--- src/rtl/tag_issue_ctrl_if.sv ---
// Request, allocator and completion signals of the tag issue controller.
interface tag_issue_ctrl_if #(
  parameter int NUM_REQ = 4,
  parameter int TW      = 4
);
  logic                    cfg_valid;
  logic [7:0]              cfg_kernel_size;
  logic [NUM_REQ-1:0]      req_valid;
  logic [NUM_REQ*TW-1:0]   req_tag;
  logic [NUM_REQ-1:0]      req_ready;
  logic                    flush_tag;
  logic [TW-1:0]           tag_in;
  logic [7:0]              kernel_size;
  logic                    tag_busy;
  logic                    done_valid;
  logic [TW-1:0]           done_tag;
  logic                    drop_err;
  logic                    ctrl_busy;

  // Requesters, allocator and completion consumer.
  modport master (
    output cfg_valid, cfg_kernel_size, req_valid, req_tag, tag_busy,
    input  req_ready, flush_tag, tag_in, kernel_size, done_valid, done_tag,
           drop_err, ctrl_busy
  );

  // The controller itself.
  modport slave (
    input  cfg_valid, cfg_kernel_size, req_valid, req_tag, tag_busy,
    output req_ready, flush_tag, tag_in, kernel_size, done_valid, done_tag,
           drop_err, ctrl_busy
  );
endinterface

--- src/rtl/tag_issue_ctrl.sv ---
// Round-robin tag-load scheduler in front of the column tag allocator.
// Grants one request at a time, flushes the tag with bounded retry on
// allocator rejects, then waits for the tag to settle across the columns.
module tag_issue_ctrl #(
  parameter int NUM_COL   = 8,
  parameter int NUM_REQ   = 4,
  parameter int MAX_RETRY = 3
) (
  input  logic             clk,
  input  logic             rstn,
  tag_issue_ctrl_if.slave  bus
);
  localparam int TW = $clog2(NUM_COL) + 1;
  localparam int PW = $clog2(NUM_REQ);
  localparam int RW = $clog2(MAX_RETRY + 1);
  localparam int unsigned NR = NUM_REQ;
  localparam logic [RW-1:0] MAX_R = RW'(MAX_RETRY);
  localparam logic [7:0]    NC8   = 8'(NUM_COL);

  typedef enum logic [1:0] {IDLE, ISSUE, CHECK, SETTLE} state_t;

  state_t          state_q, state_d;
  logic [TW-1:0]   tag_q;
  logic [TW-1:0]   tag_in_q;
  logic [7:0]      ks_q;
  logic [7:0]      ks_eff;
  logic [PW-1:0]   ptr_q;
  logic [RW-1:0]   retry_q;
  logic [7:0]      cnt_q;
  logic            drop_q;

  logic [NUM_REQ-1:0] grant;
  logic [PW-1:0]      grant_idx;
  logic [TW-1:0]      grant_tag;
  logic               found;
  logic               take;
  logic               flush;
  logic               done;
  int unsigned        cand;

  // Round-robin search starting one past the last granted requester.
  always_comb begin
    grant     = '0;
    grant_idx = '0;
    found     = 1'b0;
    cand      = 0;
    for (int unsigned i = 1; i <= NR; i++) begin
      cand = (int'(ptr_q) + i) % NR;
      if (!found && bus.req_valid[cand]) begin
        found     = 1'b1;
        grant_idx = PW'(cand);
      end
    end
    take = (state_q == IDLE) && !bus.cfg_valid && found;
    if (take) grant[grant_idx] = 1'b1;
    grant_tag = bus.req_tag[int'(grant_idx)*TW +: TW];
  end

  // Clamp the configured kernel size to 1..NUM_COL.
  always_comb begin
    ks_eff = ks_q;
    if (ks_q == '0)      ks_eff = 8'd1;
    else if (ks_q > NC8) ks_eff = NC8;
  end

  // State register.
  always_ff @(posedge clk or negedge rstn) begin
    if (!rstn) state_q <= IDLE;
    else       state_q <= state_d;
  end

  // Next-state and strobe decode.
  always_comb begin
    state_d = state_q;
    flush   = 1'b0;
    done    = 1'b0;
    case (state_q)
      IDLE:   if (take && grant_tag != '0) state_d = ISSUE;
      ISSUE: begin
        flush   = 1'b1;
        state_d = CHECK;
      end
      CHECK: begin
        if (!bus.tag_busy)      state_d = SETTLE;
        else if (retry_q < MAX_R) state_d = ISSUE;
        else                    state_d = IDLE;
      end
      SETTLE: begin
        if (cnt_q == '0) begin
          done    = 1'b1;
          state_d = IDLE;
        end
      end
      default: state_d = IDLE;
    endcase
  end

  // Datapath: config, latched tag, pointer, retry/settle counters, drop pulse.
  always_ff @(posedge clk or negedge rstn) begin
    if (!rstn) begin
      tag_q    <= '0;
      tag_in_q <= '0;
      ks_q     <= 8'd1;
      ptr_q    <= PW'(NUM_REQ - 1);
      retry_q  <= '0;
      cnt_q    <= '0;
      drop_q   <= 1'b0;
    end else begin
      drop_q <= 1'b0;
      case (state_q)
        IDLE: begin
          if (bus.cfg_valid) begin
            ks_q <= bus.cfg_kernel_size;
          end else if (take) begin
            tag_q   <= grant_tag;
            ptr_q   <= grant_idx;
            retry_q <= '0;
            // A zero tag is consumed and reported as dropped without a flush,
            // so tag_in keeps showing the last tag actually issued.
            if (grant_tag == '0) drop_q   <= 1'b1;
            else                 tag_in_q <= grant_tag;
          end
        end
        ISSUE: retry_q <= retry_q + 1'b1;
        CHECK: begin
          if (!bus.tag_busy)         cnt_q  <= ks_eff - 8'd1;
          else if (retry_q >= MAX_R) drop_q <= 1'b1;
        end
        SETTLE: if (cnt_q != '0) cnt_q <= cnt_q - 8'd1;
        default: ;
      endcase
    end
  end

  assign bus.req_ready   = grant;
  assign bus.flush_tag   = flush;
  assign bus.tag_in      = tag_in_q;
  assign bus.kernel_size = ks_q;
  assign bus.done_valid  = done;
  assign bus.done_tag    = (done || drop_q) ? tag_q : '0;
  assign bus.drop_err    = drop_q;
  assign bus.ctrl_busy   = (state_q != IDLE);
endmodule

--- src/flat_wrapper.sv ---
// flat-port wrapper written by rule: the top's interface ports become plain ports
module tag_issue_ctrl_flat 
#(
  parameter int NUM_COL   = 8,
  parameter int NUM_REQ   = 4,
  parameter int MAX_RETRY = 3
)
  (clk, rstn, bus_cfg_valid, bus_cfg_kernel_size, bus_req_valid, bus_req_tag, bus_tag_busy, bus_req_ready, bus_flush_tag, bus_tag_in, bus_kernel_size, bus_done_valid, bus_done_tag, bus_drop_err, bus_ctrl_busy);
  tag_issue_ctrl_if #(.NUM_REQ(NUM_REQ), .TW((4))) bus_i ();
  input  logic clk;
  input  logic rstn;
  input wire logic [$bits(bus_i.cfg_valid)-1:0] bus_cfg_valid;
  input wire logic [$bits(bus_i.cfg_kernel_size)-1:0] bus_cfg_kernel_size;
  input wire logic [$bits(bus_i.req_valid)-1:0] bus_req_valid;
  input wire logic [$bits(bus_i.req_tag)-1:0] bus_req_tag;
  input wire logic [$bits(bus_i.tag_busy)-1:0] bus_tag_busy;
  output wire logic [$bits(bus_i.req_ready)-1:0] bus_req_ready;
  output wire logic [$bits(bus_i.flush_tag)-1:0] bus_flush_tag;
  output wire logic [$bits(bus_i.tag_in)-1:0] bus_tag_in;
  output wire logic [$bits(bus_i.kernel_size)-1:0] bus_kernel_size;
  output wire logic [$bits(bus_i.done_valid)-1:0] bus_done_valid;
  output wire logic [$bits(bus_i.done_tag)-1:0] bus_done_tag;
  output wire logic [$bits(bus_i.drop_err)-1:0] bus_drop_err;
  output wire logic [$bits(bus_i.ctrl_busy)-1:0] bus_ctrl_busy;
  assign bus_i.cfg_valid = bus_cfg_valid;
  assign bus_i.cfg_kernel_size = bus_cfg_kernel_size;
  assign bus_i.req_valid = bus_req_valid;
  assign bus_i.req_tag = bus_req_tag;
  assign bus_i.tag_busy = bus_tag_busy;
  assign bus_req_ready = bus_i.req_ready;
  assign bus_flush_tag = bus_i.flush_tag;
  assign bus_tag_in = bus_i.tag_in;
  assign bus_kernel_size = bus_i.kernel_size;
  assign bus_done_valid = bus_i.done_valid;
  assign bus_done_tag = bus_i.done_tag;
  assign bus_drop_err = bus_i.drop_err;
  assign bus_ctrl_busy = bus_i.ctrl_busy;
  tag_issue_ctrl #(.NUM_COL(NUM_COL), .NUM_REQ(NUM_REQ), .MAX_RETRY(MAX_RETRY)) u_core (.clk(clk), .rstn(rstn), .bus(bus_i));
endmodule
--- config.mk ---
export PLATFORM = sky130hd
export DESIGN_NAME = tag_issue_ctrl_flat
export DESIGN_NICKNAME = d
export VERILOG_FILES = /design/src/rtl/tag_issue_ctrl_if.sv /design/src/rtl/tag_issue_ctrl.sv /design/src/flat_wrapper.sv
export SDC_FILE = /design/constraint.sdc
export NUM_CORES = 1
export LEC_CHECK = 0
export ABC_AREA = 1
export CAP_MARGIN = 20
export CORE_MARGIN = 1.5
export CORE_UTILIZATION = 51
export CTS_CLUSTER_DIAMETER = 50
export DETAILED_ROUTE_END_ITERATION = 7
export GPL_ROUTABILITY_DRIVEN = 0
export GPL_TIMING_DRIVEN = 0
export HOLD_SLACK_MARGIN = 0.08
export PLACE_DENSITY = 0.92
export SLEW_MARGIN = 15
export SYNTH_ARGS = -nofsm -noshare
export SYNTH_HDL_FRONTEND = slang
export SYNTH_SLANG_ARGS = --single-unit
--- constraint.sdc ---
create_clock -name clk -period 5.5 [get_ports clk]
set_clock_uncertainty 0.2 [all_clocks]
set_input_delay 0.55 -clock clk [delete_from_list [all_inputs] [get_ports clk]]
set_output_delay 0.55 -clock clk [all_outputs]
set_load 0.02 [all_outputs]
# Word level (Yosys, flattened, before mapping)

Index checks and enable logic that the tools add are counted.

Add/sub/neg operators: 7
Bitwise gates (word level): 2
Eq/ne operators: 9
Reductions and logical operators: 27
Multiplexer cells: 42
Magnitude comparators: 9
Shift operators: 1

Operators by type and width:

| kind                                                           | number |
|---|---|
| 2-to-1 mux 8 bit                                               | 4 |
| 2-to-1 mux 1 bit                                               | 18 |
| 2-to-1 mux 2 bit                                               | 9 |
| logical NOT 8 bit                                              | 2 |
| case mux 8 bit (2 select lines)                                | 1 |
| variable part select 16 x 5 -> 4 bit                           | 1 |
| subtractor 8 x 1 -> 8 bit (second input constant)              | 2 |
| < comparator 2 x 3 -> 1 bit (second input constant)            | 5 |
| AND reduction 3 bit                                            | 3 |
| binary-select mux 1 bit (select 2 bit)                         | 4 |
| greater-than comparator 8 x 4 -> 1 bit (second input constant) | 1 |
| 2-to-1 mux 4 bit                                               | 2 |
| case mux 2 bit (4 select lines)                                | 1 |
| nonzero test 8 bit                                             | 1 |
| logical AND 1 bit                                              | 7 |
| adder 2 x 1 -> 2 bit (second input constant)                   | 3 |
| != test 2 x 1 -> 1 bit (second input constant)                 | 3 |
| != test 2 bit (second input constant)                          | 3 |
| nonzero test 2 bit                                             | 3 |
| adder 2 bit (second input constant)                            | 2 |
| equality test 2 bit (second input constant)                    | 2 |
| logical NOT 1 bit                                              | 4 |
| logical NOT 4 bit                                              | 1 |
| case mux 2 bit (2 select lines)                                | 1 |
| 12 further kinds                                               | 14 |

Bits in registers: 31
Output and inout port bits: 24
Bits of input ports: 32

# Logic depth before layout (Yosys ltp)

Gate-level depths: netlist of the first run.

Depth in word-level cells: 19
Mapped depth: 20
Mapped depth without buffers: 19

# Worst setup path after synthesis of the first run

No wires, ideal clock.

Path kind: register -> output
From: reg u_core.ptr_q[0]
To: out bus_req_ready[0]
Stages on the path, launching flop included: 13
Data arrival time: 2.055 ns
Setup slack: 2.695 ns
Data required time: 4.750 ns
Buffers on the path: 2
Cells stage by stage: dfstp_2 > buf_6 > inv_8 > nand2_1 > nand3_1 > nand2_2 > nor2_4 > nand4_1 > nand3_1 > inv_2 > clkbuf_1 > nand3_1 > nor2_1

Longest elaborated chain between the ends: 18
Elaborated cells on any way between the ends: 33
Classes of those cells: add/sub (4); order compare (2); mux (19); reduce/logical (8)

Ends and longest elaborated chain:

| element                                                                                           | RTL line              | RTL |
|---|---|---|
| start: declaration                                                                                | tag_issue_ctrl.sv:27  | `logic [PW-1:0] ptr_q;` |
| start signal: assignment                                                                          | tag_issue_ctrl.sv:104 | `ptr_q <= PW'(NUM_REQ - 1);` |
| start signal: assignment                                                                          | tag_issue_ctrl.sv:116 | `ptr_q <= grant_idx;` |
| adder 2 x 1 -> 2 bit                                                                              | tag_issue_ctrl.sv:48  | `cand = (int'(ptr_q) + i) % NR;` |
| binary-select mux 1 bit (select 2 bit)                                                            | tag_issue_ctrl.sv:49  | `if (!found && bus.req_valid[cand]) begin` |
| 2-to-1 mux 1 bit (implied by the code)                                                            | tag_issue_ctrl.sv:49  |  |
| 2-to-1 mux 1 bit                                                                                  | tag_issue_ctrl.sv:49  |  |
| logical NOT 1 bit                                                                                 | tag_issue_ctrl.sv:49  |  |
| logical AND 1 bit                                                                                 | tag_issue_ctrl.sv:49  |  |
| 2-to-1 mux 1 bit                                                                                  | tag_issue_ctrl.sv:49  |  |
| logical NOT 1 bit                                                                                 | tag_issue_ctrl.sv:49  |  |
| [... 2 more ...]                                                                                  | --                    |  |
| logical NOT 1 bit                                                                                 | tag_issue_ctrl.sv:49  |  |
| logical AND 1 bit                                                                                 | tag_issue_ctrl.sv:49  |  |
| 2-to-1 mux 2 bit                                                                                  | tag_issue_ctrl.sv:49  |  |
| < comparator 2 x 3 -> 1 bit (implied by the code) or >= comparator 2 x 1 -> 1 bit (tied branches) | tag_issue_ctrl.sv:55  | `if (take) grant[grant_idx] = 1'b1;` |
| logical AND 1 bit (implied by the code)                                                           | tag_issue_ctrl.sv:55  |  |
| 2-to-1 mux 1 bit (implied by the code)                                                            | tag_issue_ctrl.sv:55  |  |
| demux 1 bit (select 2 bit)                                                                        | --                    |  |
| 2-to-1 mux 4 bit *                                                                                | tag_issue_ctrl.sv:55  |  |
| end: declaration                                                                                  | flat_wrapper.sv:17    | `output wire logic [$bits(bus_i.req_ready)-1:0] bus_req_ready;` |

Every way passes the cells marked *; elsewhere a longest branch is shown, timed or not. The select of a mux whose other input is x is not followed.

# Worst setup path after layout of the first run

From: in bus_req_valid[3]
To: out bus_req_ready[2]

Longest elaborated chain between the ends: 17
Elaborated cells on any way between the ends: 29
Classes of those cells: order compare (2); mux (19); reduce/logical (8)

Ends and longest elaborated chain:

| element                                                                                           | RTL line             | RTL |
|---|---|---|
| start: declaration                                                                                | flat_wrapper.sv:14   | `input wire logic [$bits(bus_i.req_valid)-1:0] bus_req_valid;` |
| binary-select mux 1 bit (select 2 bit)                                                            | tag_issue_ctrl.sv:49 |  |
| 2-to-1 mux 1 bit (implied by the code)                                                            | tag_issue_ctrl.sv:49 |  |
| 2-to-1 mux 1 bit                                                                                  | tag_issue_ctrl.sv:49 |  |
| logical NOT 1 bit                                                                                 | tag_issue_ctrl.sv:49 |  |
| logical AND 1 bit                                                                                 | tag_issue_ctrl.sv:49 |  |
| 2-to-1 mux 1 bit                                                                                  | tag_issue_ctrl.sv:49 |  |
| logical NOT 1 bit                                                                                 | tag_issue_ctrl.sv:49 |  |
| logical AND 1 bit                                                                                 | tag_issue_ctrl.sv:49 |  |
| 2-to-1 mux 1 bit                                                                                  | tag_issue_ctrl.sv:49 |  |
| logical NOT 1 bit                                                                                 | tag_issue_ctrl.sv:49 |  |
| logical AND 1 bit                                                                                 | tag_issue_ctrl.sv:49 |  |
| 2-to-1 mux 2 bit                                                                                  | tag_issue_ctrl.sv:49 |  |
| < comparator 2 x 3 -> 1 bit (implied by the code) or >= comparator 2 x 1 -> 1 bit (tied branches) | tag_issue_ctrl.sv:55 |  |
| logical AND 1 bit (implied by the code)                                                           | tag_issue_ctrl.sv:55 |  |
| 2-to-1 mux 1 bit (implied by the code)                                                            | tag_issue_ctrl.sv:55 |  |
| demux 1 bit (select 2 bit)                                                                        | --                   |  |
| 2-to-1 mux 4 bit *                                                                                | tag_issue_ctrl.sv:55 |  |

Marks and branches as above.

==> results of run 1 <==
==> logic make-up (layout without fill, tap and decap cells) <==
logic type / count (synthesis) / count (layout) / synth area share
mux: 7 / 7 / 0.0407
xor+xnor: 4 / 4 / 0.0181
flops: 31 / 31 / 0.402
simple gates: 150 / 150 / 0.356
fa+ha+maj: 2 / 2 / 0.0129
compound gates: 24 / 24 / 0.0672
buf+inv: 49 / 112 / 0.103
==> worst max-delay path, cell delays in order <==
cell             delay (ns)
clkdlybuf4s50_1        0.48
inv_1                  0.05
nand2_1                0.07
nand3_1                0.11
nand2_2                0.13
nor2_4                 0.06
nand4_1                0.10
nand3_1                0.19
inv_2                  0.16
clkbuf_1               0.34
nand3_1                0.15
nor2_1                 0.11
clkdlybuf4s50_1        0.62
==> cell usage in the layout (no fill, tap or decap), types with 2 or more instances in the layout <==
master / netlist / final
nand2_4: 3 / 3
o21ai_1: 7 / 7
clkbuf_8: 0 / 7
inv_1: 42 / 42
dfstp_2: 3 / 3
ha_1: 2 / 2
nand3b_1: 4 / 4
xor2_1: 2 / 2
a21oi_1: 4 / 4
nand4_1: 2 / 2
inv_2: 4 / 4
nand2_1: 75 / 75
nor3_1: 2 / 2
dfrtp_1: 28 / 28
nand3_2: 2 / 2
xnor2_1: 2 / 2
o22ai_1: 2 / 2
clkdlybuf4s50_1: 0 / 54
nor2_2: 2 / 2
mux2_2: 7 / 7
nor2_1: 22 / 22
nand3_1: 29 / 29
o21ai_0: 8 / 8
nand2_2: 8 / 8
==> worst max-delay path by stage <==
stage / startpoint / end / slack, ns
after detailed placement: bus_req_valid[3] / bus_req_ready[2] / 1.62
after CTS: bus_req_valid[3] / bus_req_ready[2] / 1.62
final: bus_req_valid[3] / bus_req_ready[2] / 1.62
after floorplan: u_core.ptr_q[0] / bus_req_ready[0] / 2.69
after global placement: bus_req_valid[3] / bus_req_ready[2] / 1.65
after global routing: bus_req_valid[3] / bus_req_ready[0] / 1.38
==> area by class of cell <==
class | instances | share of cell area
clock buffer | 7 | 0.0364
tap | 48 | 0.0227
multi-input combinational | 187 | 0.362
clock inverter | 1 | 0.00284
timing repair buffer | 55 | 0.206
sequential | 31 | 0.295
inverter | 47 | 0.0695
buffer | 2 | 0.00567
==> metal layers <==
metal | up-vias | track usage
met5 | - | 0
met4 | 0 | 0.0957
met3 | 8 | 0.0417
met2 | 51 | 0.388
met1 | 854 | 0.305
li1 | 964 | -
==> per-stage QoR <==
stage	utilization	area, um2	hold WS (ns)	power (mW)
after floorplan	-	1940	0.0544	1.17
after global placement	0.696	2550	0.255	1.44
after detailed placement	0.694	2540	0.260	1.47
after CTS	0.723	2650	0.114	1.68
after global routing	0.723	2650	0.152	1.82
final	0.723	2650	0.0849	1.68
==> flip-flops by register name, indices dropped and copies added, names as in the netlist <==
signal,count
u_core.bus.drop_err,1
u_core.bus.kernel_size,8
u_core.bus.tag_in,4
u_core.cnt_q,8
u_core.ptr_q,2
u_core.retry_q,2
u_core.state_q,2
u_core.tag_q,4
==> where the power goes <==
part	internal, mW	switching (mW)
Clock	0.114	0.0871
Combinational	0.406	0.655
Sequential	0.343	0.0719
Total	0.862	0.814
==> impl_metrics.tcl, run 1 <==
set metrics [dict create \
    synth_seq_area_share 0.402 \
    ant_nets 0 \
    grt_max_degree 32 \
    worstSetupStartpointType "input port" \
    powerDensity_nw_per_um2 634 \
    crit_path_end_kind "primary output" \
    dp_slack_ns 1.62 \
    slew_headroom 0.560 \
    antenna_found_initial 0 \
    synth_common_cells "nand2_1, inv_1, nand3_1" \
    place_hpwl_mm 3.33 \
    antenna_cells 0 \
    dpl.cell_count 370 \
    hold_viol_final 0 \
    cts_resized 0 \
    wl_mm 4.38 \
    synth_most_common_cell "nand2_1" \
    ff2ff_path_depth 18 \
    cts_tree "built" \
    min_path_type "in2async" \
    cap_violations 0 \
    drtIter0Drc 148 \
    dr_wl_met2_mm 2.13 \
    synth_edf_count 0 \
    arrival_ns 3.13 \
    post_drt_via_cell_ratio 4.97 \
    fin_nets 363 \
    syn_area_um2 1940 \
    tightestPinTransition_ns 0.659 \
    ys_seq_elements 31 \
    io_pins 56 \
    vias 1877 \
    synth_top_cells_by_area "dfrtp_1, nand2_1, inv_1" \
    wl_met1_mm 1.98 \
    die_area_um2 4180 \
    p_leak_nw 1.33 \
    detail_route.first_pass.iterations 4 \
    cts.sinks 31 \
    io_buffer_count 55 \
    numCtsBuffers 5 \
    seq_area_um2 779 \
    synth_cells 267 \
    rr_startpoint "u_core.ptr_q[0]" \
    clkTransAtPathRegs_ns 0.07 \
    std_cell_rows 22 \
    cts_max_path_buffers 2 \
    htree_levels 2 \
    finalNonFillerCells 378 \
    finalSetupTns_ns 0 \
    synth_top_area_frac 0.362 \
    insertion_delay_ns 0.29 \
    post_cts.repair.setup_buffers 0 \
    cts-root-buf "clkbuf_8" \
    maxUsedRoutingLayer "met4" \
    reg2reg_to "u_core.state_q[0]" \
    crit_required_ns 4.75 \
    yosysUniqueCellTypes 29 \
    ys_warn_count 0 \
    synthArstFlopShare 1.00 \
    die_w_um 64.6 \
    fillerInstances 283 \
    drc_errors 0 \
    finalSetupViolations 0 \
    fmax_mhz 258 \
    drive_gt1_frac 0.127 \
    r2r_slack_ns 2.82 \
    die_h_um 64.6 \
    worst_slack_ns 1.62 \
    core_area_um2 3660 \
    synth_top_flop_cell "dfrtp_1" \
    syn_to_final_growth_pct 36.6 \
    rsz0062_at_grt "false" \
    ir_worst_vdd_v 0.000356 \
    track_usage 0.235 \
    finalCritPeriodShare 0.705 \
    synth_fp_nets 301 \
    met3_length_um 192 \
    status "complete, no violations" \
    drv_slew 0 \
    multiInputGateArea_um2 958 \
    hold_buffers 0 \
    gr-total-overflow 0 \
    initial_core_util 0.529 \
    syn_area_per_cell_um2 7.25 \
    path_max_fanout 10 \
    yosys.area.top_type "dfrtp_1" \
    crit_type "in2out" \
    fin_crit_ns 3.88 \
    grt_pass1_wl_mm 7.52 \
    wl_per_cell_um 11.6 \
    grt_pass1_vias 1790 \
]
Note: power is estimated with default switching activity, not from simulation.
==> run 2: changes to the inputs <==
Settings changed: CORE_UTILIZATION 51 to 48, PLACE_DENSITY 0.92 to 0.88.
Clock period 5.5 ns to 4.04 ns, I/O delays scaled along.
==> run 2 against run 1 <==
  * Worst hold slack better by 0.18 ns
  * Clock power grew 57%
  * Sequential power increased by 37%
  * Die area is 6.0% higher
==> impl_metrics.tcl, run 2 (synthesis results as in run 1) <==
set metrics [dict create \
    drtIter0Drc 165 \
    io_pins 56 \
    insertion_delay_ns 0.28 \
    fin_nets 363 \
    critPathMaxStageDelay_ns 0.61 \
    multiInputGateArea_um2 958 \
    grt_pass1_vias 1856 \
    fmax_mhz 290 \
    cts.sinks 31 \
    place_hpwl_mm 3.48 \
    arrival_ns 2.85 \
    clkTransAtPathRegs_ns 0.07 \
    syn_to_final_growth_pct 37.7 \
    wl_per_cell_um 12.3 \
    ir_worst_vdd_v 0.000504 \
    initial_core_util 0.514 \
    wl_mm 4.64 \
    gr-total-overflow 0 \
    io_buffer_count 55 \
    dp_slack_ns 0.422 \
    cts_tree "built" \
    drv_slew 0 \
    cts_max_path_buffers 2 \
    std_cell_rows 22 \
    htree_levels 2 \
    hold_start "u_core.state_q[0]" \
    crit_required_ns 3.44 \
    rsz0062_at_grt "false" \
    ant_nets 0 \
    most-common-layout-cells "nand2_1, clkdlybuf4s50_1, inv_1" \
    crit_chain "buf_6, inv_8, nand2_1, nand3_1, nand2_2, nor2_4, nand4_1, nand3_1, inv_2, nand2_1, nor2_1, clkdlybuf4s50_1" \
    core_area_um2 3770 \
    grt_max_degree 32 \
    seq_area_um2 779 \
    fin_util 0.707 \
    cap_violations 0 \
    grt_pass1_wl_mm 7.82 \
    die_area_um2 4420 \
    post_cts.repair.setup_buffers 0 \
    ff2ff_path_depth 18 \
    p_leak_nw 1.34 \
    post_drt_via_cell_ratio 5.01 \
    finalSetupTns_ns 0 \
    cp_slowest_cell "clkdlybuf4s50_1" \
    r2r_slack_ns 1.37 \
    hold_viol_final 0 \
    min_to "u_core.bus.drop_err" \
    crit_type "reg2out" \
    drc_errors 0 \
    tightestPinTransition_ns 0.681 \
    die_h_um 66.5 \
    path_max_fanout 13 \
    track_usage 0.230 \
    crit_path_end_kind "primary output" \
    rr_startpoint "u_core.ptr_q[0]" \
    detail_route.first_pass.iterations 4 \
    vias 1894 \
    powerDensity_nw_per_um2 876 \
    status "complete, no violations" \
    cts-root-buf "clkbuf_8" \
    worstSetupStartpointType "flop" \
    finalCritPeriodShare 0.854 \
    fillerInstances 293 \
    die_w_um 66.5 \
    numCtsBuffers 5 \
    reg2reg_to "u_core.state_q[0]" \
    layout_commonest_cell "nand2_1" \
    drive_gt1_frac 0.127 \
    antenna_found_initial 0 \
    worstHoldPathCells 1 \
    min_path_type "reg2reg" \
    finalSetupViolations 0 \
    worst_slack_ns 0.591 \
    slew_headroom 0.546 \
    antenna_cells 0 \
    fin_crit_ns 3.45 \
]
run 2: cell types whose count changed in the layout (fill, tap and decap cells not counted), sizes merged:
| cell | change |
|---|---|
| clkbuf | -2 |
| bufinv | +1 |
| clkinv | +1 |
| clkinvlp | -1 |
| dlygate4sd3 | +1 |
run 2: cell type report:
| cell class | instances | area share |
|---|---|---|
| repair buffers | 56 | 0.208 |
| flip-flops and latches | 31 | 0.292 |
| clock buffers | 6 | 0.0310 |
| plain buffers | 1 | 0.00422 |
| clock inverters | 2 | 0.0131 |
| well taps | 48 | 0.0225 |
| inverters | 47 | 0.0690 |
| multi-input cells | 187 | 0.359 |
run 2: per-stage QoR:
stage               std cells  hold WS, ns  instance area [um2]  power (mW)
global route              378        0.291                 2670        2.53
finish                    378        0.270                 2670        2.34
CTS                       379        0.264                 2670        2.33
global placement          370        0.258                 2550        1.96
floorplan                 267      -0.0916                 1940        1.59
detailed placement        370        0.269                 2540        2.00
run 2: worst max path at each step:
stage / from / end / slack [ns]
after floorplan: u_core.ptr_q[0] / bus_req_ready[0] / 1.38
after global placement: bus_req_valid[3] / bus_req_ready[2] / 0.43
after detailed placement: bus_req_valid[2] / bus_req_ready[2] / 0.42
after CTS: u_core.ptr_q[0] / bus_req_ready[2] / 0.32
after global routing: u_core.ptr_q[0] / bus_req_ready[0] / 0.32
final: u_core.ptr_q[0] / bus_req_ready[1] / 0.59
run 2: layer usage:
layer / GRT usage / vias up / part of all wire
met5: 0 / - / 0
met4: 0.0714 / 0 / 0.010
met3: 0.0608 / 6 / 0.036
met2: 0.383 / 45 / 0.49
met1: 0.291 / 879 / 0.46
li1: - / 964 / -
run 2: worst max-delay path: cells and delay by family, from the launching register on:
kind                   cells  cell delay [ns]
buffers and inverters      4             1.10
and+or+nand+nor            8             0.92
DFF                        1             0.53
run 2: repair_timing:
item,CTS,global route
setup endpoints to repair,0,1
gates resized for setup,0,0
endpoints found under the hold margin,28,0
hold buffers,1,0
run 2: power breakdown:
part	internal (mW)	switching, mW	leakage (nW)
clock network	0.199	0.115	0.0612
registers	0.467	0.100	0.376
logic	0.552	0.903	0.905
==> run 3: changes to the inputs <==
==> constraint.sdc (replaced) <==
create_clock -name clk -period 4.04 [get_ports clk]
set_clock_uncertainty 0.2 [all_clocks]
set_input_delay 0.808 -clock clk [delete_from_list [all_inputs] [get_ports clk]]
set_output_delay 0.808 -clock clk [all_outputs]
set_load 0.02 [all_outputs]
==> run 3 against run 2 <==
  * Sequential power hardly changed
  * Power is 0.52% higher
  * Combinational power hardly changed
  * Via count hardly changed
  * Fmax is 7.3% lower
  * Count of clock-buffer cells in the layout stayed put
  * Critical endpoint is now bus_req_ready[2]
  * Largest cell class unchanged
  * Largest power group unchanged
==> impl_metrics.tcl, run 3 (synthesis results as in run 1) <==
set metrics [dict create \
    insertion_delay_ns 0.28 \
    hold_viol_final 0 \
    post_drt_via_cell_ratio 5.01 \
    syn_to_final_growth_pct 37.9 \
    antenna_cells 0 \
    hold_buffers 0 \
    grt_max_degree 32 \
    antenna_found_initial 0 \
    critPathBufInv 5 \
    hold_start "u_core.state_q[0]" \
    tightestPinTransition_ns 0.674 \
    vias 1893 \
    die_w_um 66.5 \
    wl_mm 4.63 \
    min_path_type "reg2reg" \
    crit_chain "clkdlybuf4s50_1, inv_1, nand2_1, nand3_1, nand2_2, nor2_4, nand4_1, nand3_2, inv_2, clkbuf_4, nand3_1, nor2_1, clkbuf_2" \
    fin_nets 363 \
    status "complete, no violations" \
    crit_path_end_kind "primary output" \
    cp_slowest_cell "clkdlybuf4s50_1" \
    p_leak_nw 1.38 \
    cap_violations 0 \
    rsz0062_at_grt "false" \
    die_area_um2 4420 \
    drtIter0Drc 186 \
    std_cell_rows 22 \
    worstSetupStartpointType "input port" \
    gr-total-overflow 0 \
    cts.sinks 31 \
    drv_slew 0 \
    cts_tree "built" \
    critPathTopFamily "buffers and inverters" \
    fmax_mhz 269 \
    finalCritPeriodShare 0.921 \
    core_area_um2 3770 \
    most-common-layout-cells "nand2_1, clkdlybuf4s50_1, inv_1" \
    critPathMaxStageDelay_ns 0.47 \
    place_hpwl_mm 3.48 \
    grt_pass1_vias 1849 \
    crit_type "in2out" \
    ant_nets 0 \
    finalSetupViolations 0 \
    numCtsBuffers 5 \
    cts_max_path_buffers 2 \
    hold_ws_ns 0.267 \
    die_h_um 66.5 \
    cts-root-buf "clkbuf_8" \
    drc_errors 0 \
    crit_required_ns 3.03 \
    grt_pass1_wl_mm 7.78 \
    cp-startpoint "bus_req_valid[2]" \
    worst_slack_ns 0.317 \
    wl_per_cell_um 12.2 \
    arrival_ns 2.71 \
    fin_crit_ns 3.72 \
    clkTransAtPathRegs_ns 0.07 \
    layout_commonest_cell "nand2_1" \
    ir_worst_vdd_v 0.000500 \
    initial_core_util 0.514 \
    dp_slack_ns -0.386 \
    powerDensity_nw_per_um2 879 \
    crit_path_frequent_cell "nand3_1" \
    detail_route.first_pass.iterations 4 \
    drive_gt1_frac 0.139 \
    path_max_fanout 10 \
    htree_levels 2 \
    io_pins 56 \
    rr_startpoint "u_core.ptr_q[0]" \
    slew_headroom 0.551 \
    io_buffer_count 55 \
    track_usage 0.229 \
]
[run 3: final timing paths]
kind / end / slack (ns) / depth (start not counted)
worst max-delay path: bus_req_ready[2] / 0.32 / 13
worst min-delay path: u_core.bus.drop_err / 0.27 / 1
worst max register to register: u_core.state_q[0] / 1.36 / 18
worst min register to register: u_core.bus.drop_err / 0.27 / 1
max in group asynchronous: u_core.bus.kernel_size[1] / 2.84 / 1
min in group asynchronous: u_core.cnt_q[3] / 0.35 / 1
[run 3: cell type report]
| class | instances | area, um2 |
|---|---|---|
| Multi-Input combinational cell | 187 | 971 |
| Fill cell | 290 | 1100 |
| Inverter | 47 | 184 |
| Buffer | 2 | 18.8 |
| Sequential cell | 31 | 779 |
| Clock buffer | 6 | 82.6 |
| Tap cell | 48 | 60.1 |
| Timing Repair Buffer | 55 | 541 |
| Clock inverter | 2 | 35.0 |
[run 3: timing repair]
action / 4_1_cts / 5_1_grt
buffers inserted: 0 / 0
hold endpoints to repair: 0 / 0
endpoints found under the setup margin: 2 / 4
gates resized for setup: 3 / 10
[run 3: metal layers]
metal,vias to the layer above,wire [um],GRT usage
met1,880,2110,0.289
met2,46,2320,0.381
met5,-,0,0
met3,4,175,0.0608
met4,0,27,0.0714
li1,963,-,-
[run 3: per-stage QoR]
step / instance area, um2 / power, mW / util / instances / TNS, ns
finish: 2670 / 2.35 / 0.708 / 378 / 0
global route: 2670 / 2.55 / 0.708 / 378 / 0
CTS: 2660 / 2.33 / 0.705 / 378 / 0
detailed placement: 2540 / 2.00 / 0.674 / 370 / -0.758
global placement: 2550 / 1.96 / 0.676 / 370 / -0.743
floorplan: 1940 / 1.59 / - / 267 / 0
[run 3: report_power, final]
group | internal, mW | switching (mW) | leakage [nW]
logic | 0.557 | 0.911 | 0.947
registers | 0.467 | 0.0986 | 0.376
clock network | 0.199 | 0.115 | 0.0612
total | 1.22 | 1.13 | 1.38
